**config.mk**
```make
export PLATFORM = sky130hd
export DESIGN_NAME = mem_stage
export DESIGN_NICKNAME = d
export VERILOG_FILES = /design/src/rtl/mem_stage.sv
export SDC_FILE = /design/constraint.sdc
export NUM_CORES = 1
export LEC_CHECK = 0
export ABC_AREA = 0
export BUFFER_PORTS_ARGS = -buffer_cell sky130_fd_sc_hd__buf_4
export CORE_ASPECT_RATIO = 1.2
export CORE_UTILIZATION = 46
export CTS_CLUSTER_SIZE = 10
export DETAILED_ROUTE_END_ITERATION = 10
export GPL_ROUTABILITY_DRIVEN = 0
export PLACE_DENSITY = 0.75
export SKIP_LAST_GASP = 1
export SLEW_MARGIN = 10
export SYNTH_ARGS = -nofsm -noshare
export SYNTH_HDL_FRONTEND = slang
export SYNTH_SLANG_ARGS = --single-unit
export TNS_END_PERCENT = 10
```
**constraint.sdc**
```tcl
create_clock -name clk -period 5.2 [get_ports clk]
set_clock_uncertainty 0.2 [all_clocks]
set_input_delay 0.26 -clock clk [delete_from_list [all_inputs] [get_ports clk]]
set_output_delay 0.26 -clock clk [all_outputs]
set_load 0.02 [all_outputs]
```
**src/rtl/mem_stage.sv**
```systemverilog
// MEM stage of the 5-stage LoongArch pipeline: latches the EXE result bus,
// extracts and extends load data from the data SRAM, and holds that data while WB stalls.
module mem_stage #(
    parameter int IN_WD  = 76,
    parameter int OUT_WD = 70
) (
    input  logic              clk,
    input  logic              reset,
    input  logic              exe_to_mem_valid,
    input  logic [IN_WD-1:0]  exe_to_mem_bus,
    output logic              mem_allowin,
    input  logic              wb_allowin,
    output logic              mem_to_wb_valid,
    output logic [OUT_WD-1:0] mem_to_wb_bus,
    input  logic [31:0]       data_sram_rdata,
    output logic              gr_we_mem,
    output logic [4:0]        dest_mem,
    output logic [31:0]       forward_data_mem
);

    typedef enum logic [1:0] {
        EMPTY = 2'd0,
        FRESH = 2'd1,
        HELD  = 2'd2
    } state_t;

    state_t             r_state;
    logic [IN_WD-1:0]   r_bus;
    logic [31:0]        r_hold;

    logic               w_valid;
    logic               w_ready_go;
    logic               w_load_in;
    logic [2:0]         w_ld_type;
    logic               w_load_op;
    logic               w_gr_we;
    logic [4:0]         w_dest;
    logic [31:0]        w_alu_result;
    logic [31:0]        w_pc;
    logic [1:0]         w_addr;
    logic [31:0]        w_raw;
    logic [7:0]         w_byte;
    logic [15:0]        w_half;
    logic [31:0]        w_load_data;
    logic [31:0]        w_final_result;
    logic               w_unused_bits;

    assign w_ready_go = 1'b1;
    assign w_valid    = (r_state != EMPTY);
    assign mem_allowin     = ~w_valid | (w_ready_go & wb_allowin);
    assign mem_to_wb_valid = w_valid & w_ready_go;
    assign w_load_in  = exe_to_mem_valid & mem_allowin;

    assign w_ld_type    = r_bus[75:73];
    assign w_load_op    = r_bus[71];
    assign w_gr_we      = r_bus[70];
    assign w_dest       = r_bus[69:65];
    assign w_alu_result = r_bus[64:33];
    assign w_pc         = r_bus[32:1];
    assign w_addr       = w_alu_result[1:0];
    assign w_unused_bits = r_bus[72] ^ r_bus[0];

    // The SRAM only presents the word in the cycle after the request, so a
    // stalled load must keep its own copy in r_hold.
    always_ff @(posedge clk or posedge reset) begin
        if (reset) begin
            r_state <= EMPTY;
            r_bus   <= '0;
            r_hold  <= '0;
        end else if (w_load_in) begin
            r_state <= FRESH;
            r_bus   <= exe_to_mem_bus;
        end else begin
            case (r_state)
                EMPTY: r_state <= EMPTY;
                FRESH: begin
                    if (wb_allowin) begin
                        r_state <= EMPTY;
                    end else begin
                        r_state <= HELD;
                        r_hold  <= data_sram_rdata;
                    end
                end
                HELD: begin
                    if (wb_allowin) begin
                        r_state <= EMPTY;
                    end
                end
                default: r_state <= EMPTY;
            endcase
        end
    end

    always_comb begin
        w_raw = (r_state == HELD) ? r_hold : data_sram_rdata;
        case (w_addr)
            2'd0:    w_byte = w_raw[7:0];
            2'd1:    w_byte = w_raw[15:8];
            2'd2:    w_byte = w_raw[23:16];
            default: w_byte = w_raw[31:24];
        endcase
        w_half = w_addr[1] ? w_raw[31:16] : w_raw[15:0];
        // Unrecognised ld_type codes fall back to the ALU result.
        case (w_ld_type)
            3'b001:  w_load_data = {{24{w_byte[7]}}, w_byte};
            3'b101:  w_load_data = {24'd0, w_byte};
            3'b010:  w_load_data = {{16{w_half[15]}}, w_half};
            3'b110:  w_load_data = {16'd0, w_half};
            3'b011:  w_load_data = w_raw;
            default: w_load_data = w_alu_result;
        endcase
        w_final_result = w_load_op ? w_load_data : w_alu_result;
    end

    assign mem_to_wb_bus    = {w_gr_we, w_dest, w_final_result, w_pc};
    assign gr_we_mem        = w_valid & w_gr_we;
    assign dest_mem         = w_valid ? w_dest : 5'd0;
    assign forward_data_mem = w_valid ? w_final_result : 32'd0;

endmodule

```
==> results.sh <==
export IMPL_route_vias_total=5426
export IMPL_path_delay_family="simple AND/OR/NAND/NOR gates"
export IMPL_cp_start_kind="flop"
export IMPL_synth_seq_area_share=0.456
export IMPL_critPathBufInv=2
export IMPL_die_area_um2=13300
export IMPL_synth_seq_cells=108
export IMPL_powerDensity_nw_per_um2=350
export IMPL_synth_cell_area_um2=5930
export IMPL_p_leak_nw=4.06
export IMPL_synth_main_ff_cell="dfrtp_1"
export IMPL_crit_fanout=34
export IMPL_drtAntennaViolNets=0
export IMPL_path_cells="nand2b_1 > buf_4 > mux2_2 > o21ai_0 > nor2_2 > a211oi_1 > buf_4"
export IMPL_clock_latency_ns=0.34
export IMPL_drt_iter0_drc=320
export IMPL_finalSetupTns_ns=0
export IMPL_post_route_min_period_ns=3.68
export IMPL_rsz0062_at_grt="no"
export IMPL_grt_overflow_total=0
export IMPL_grt_max_degree=76
export IMPL_grt_pass1_wl_um=28400
export IMPL_critical_path_class="reg -> out"
export IMPL_placed_cells=871
export IMPL_clk_pin_slew_ns=0.08
export IMPL_fillCellCount=947
export IMPL_dp_hpwl_um=12500
export IMPL_critPathSlowestCell="nor2_2"
export IMPL_cts_hold_buf=108
export IMPL_ys_warnings_count=0
export IMPL_syn_to_final_growth_pct=48.1
export IMPL_syn_inst=553
export IMPL_grt_pass1_vias=5607
export IMPL_cpPeakStageDelay_ns=0.89
export IMPL_ys_top_cells_by_count="mux2_2, dfrtp_1, nand2_1, a21oi_1, buf_4"
export IMPL_synth_top_area_frac=0.456
export IMPL_ir_worst_vdd_mv=0.188
export IMPL_drcViolationCount=0
export IMPL_drt_wirelength_per_cell_um=18.7
export IMPL_synth_area_top_cells="dfrtp_1, mux2_2, mux2i_1, buf_4, a21oi_1"
export IMPL_drive_above_1_share=0.442
export IMPL_dr_pass1_iters=5
export IMPL_coreArea_um2=12600
export IMPL_drv_slew=0
export IMPL_hold_viol=0
export IMPL_synth_enable_flop_cells=0
export IMPL_viasPerCell=5.45
export IMPL_hold_worst_slack_ns=0.307
export IMPL_total_power_mw=3.07
export IMPL_cts_resized_gates=0
export IMPL_num_antenna_cells=0
export IMPL_cts_tree="yes"
export IMPL_hold_class="reg -> reg"
export IMPL_min_period_over_period=0.707
export IMPL_slew_headroom=0.240
export IMPL_std_cell_rows=45
export IMPL_initial_core_util=0.470
export IMPL_synth_largest_area_cell="dfrtp_1"
export IMPL_setup_viol=0
export IMPL_fin_util=0.696
export IMPL_die_w_um=106
export IMPL_cts_made_buffers=9
export IMPL_status="finished, final reports clean"
export IMPL_port_buffers=219
export IMPL_cts_root_buf="clkbuf_16"
export IMPL_fin_cells=995
export IMPL_nets=938
export IMPL_arrival_ns=3.22
export IMPL_die_y_um=126
export IMPL_cp_end_kind="primary output"
export IMPL_required_ns=4.74
export IMPL_ys_types=35
export IMPL_cts_buffer_depth=2
export IMPL_cts_setup_buffers=0
export IMPL_multi_input_area_um2=2790
export IMPL_antenna_found_initial=0
export IMPL_routed_wl_um=18600
export IMPL_cap_violations=0
export IMPL_async_flop_share=1.00
export IMPL_htreeDepth=3
export IMPL_io_pins=222
export IMPL_cts_sinks=108
export IMPL_worst_pin_slew_ns=1.14
export IMPL_seqCellArea_um2=2700
export IMPL_avgSynthCellArea_um2=10.7
export IMPL_synth_most_common_cell="mux2_2"
export IMPL_grt_usage=0.273
export IMPL_fmax_ghz=0.272
export IMPL_worst_path_most_repeated_cell="buf_4"
export IMPL_syn_nets=665
power breakdown:
group / switching (mW) / leakage (nW) / total, mW / internal [mW]
clock: 0.329 / 0.136 / 0.664 / 0.335
sequential: 0.109 / 1.27 / 1.10 / 0.990
combinational: 0.706 / 2.65 / 1.31 / 0.603
routing by layer:
metal,vias up,share of wire,global-route usage
met1,2668,0.40,0.321
met3,63,0.046,0.0447
met2,224,0.51,0.477
met4,0,0.046,0.146
li1,2471,-,-
met5,-,0,0
worst register-to-register path, cell delays in order, from the launching register on:
cell      delay (ns)
dfrtp_1         0.39
nor2_2          0.06
inv_1           0.32
nand2b_1        0.20
nand2_4         0.76
mux2_2          0.48
sequential cells by signal, indices dropped and copies added (netlist names):
register and flops:
r_bus 74, r_hold 32, r_state 2
layout by cell type (no fill, tap or decap), types with 2 or more instances in the layout:
cell type / count
nor2_1: 29
a211oi_1: 16
a21oi_1: 42
nor2b_1: 3
dlygate4sd3_1: 108
and2_1: 7
mux2_2: 115
mux2i_1: 30
buf_4: 226
inv_6: 3
nor3_1: 25
nand2b_1: 10
o22ai_1: 12
a31oi_1: 3
nor2_2: 3
o21ai_0: 5
dfrtp_1: 108
nand2_1: 51
nand3b_1: 2
inv_1: 3
clkbuf_16: 9
final cells by class:
type                            count  area share
Clock buffer                       10      0.0261
Clock inverter                      6     0.00613
Inverter                            4     0.00200
Multi-Input combinational cell    369       0.318
Sequential cell                   108       0.308
Tap cell                          164      0.0234
Timing Repair Buffer              334       0.317
metrics by stage:
step | setup WS, ns | instance area [um^2]
3_3_place_gp | 2.02 | 7410
6_report | 1.52 | 8780
3_5_place_dp | 1.97 | 7410
5_1_grt | 1.36 | 8780
4_1_cts | 1.58 | 8780
2_1_floorplan | 1.89 | 5930
worst paths after layout:
kind,start,to,slack [ns],cells after the start
hold / removal,r_bus[25],r_bus[25],0.31,1
hold reg to reg,r_bus[25],r_bus[25],0.31,1
max in group asynchronous,reset,r_hold[16],3.23,4
setup reg to reg,r_state[1],r_bus[43],2.66,5
setup / recovery,r_state[0],forward_data_mem[30],1.52,7
min in group asynchronous,reset,r_bus[7],0.43,3
cells by family (layout without fill, tap and decap cells):
logic type      count (synthesis)  in the layout  share of synthesized area
mux                           146            146                      0.273
simple gates                  136            136                      0.104
flops                         108            108                      0.456
compound gates                 87             87                     0.0910
buf+inv                        76            354                     0.0758
Power figures use the tool's default switching activity.
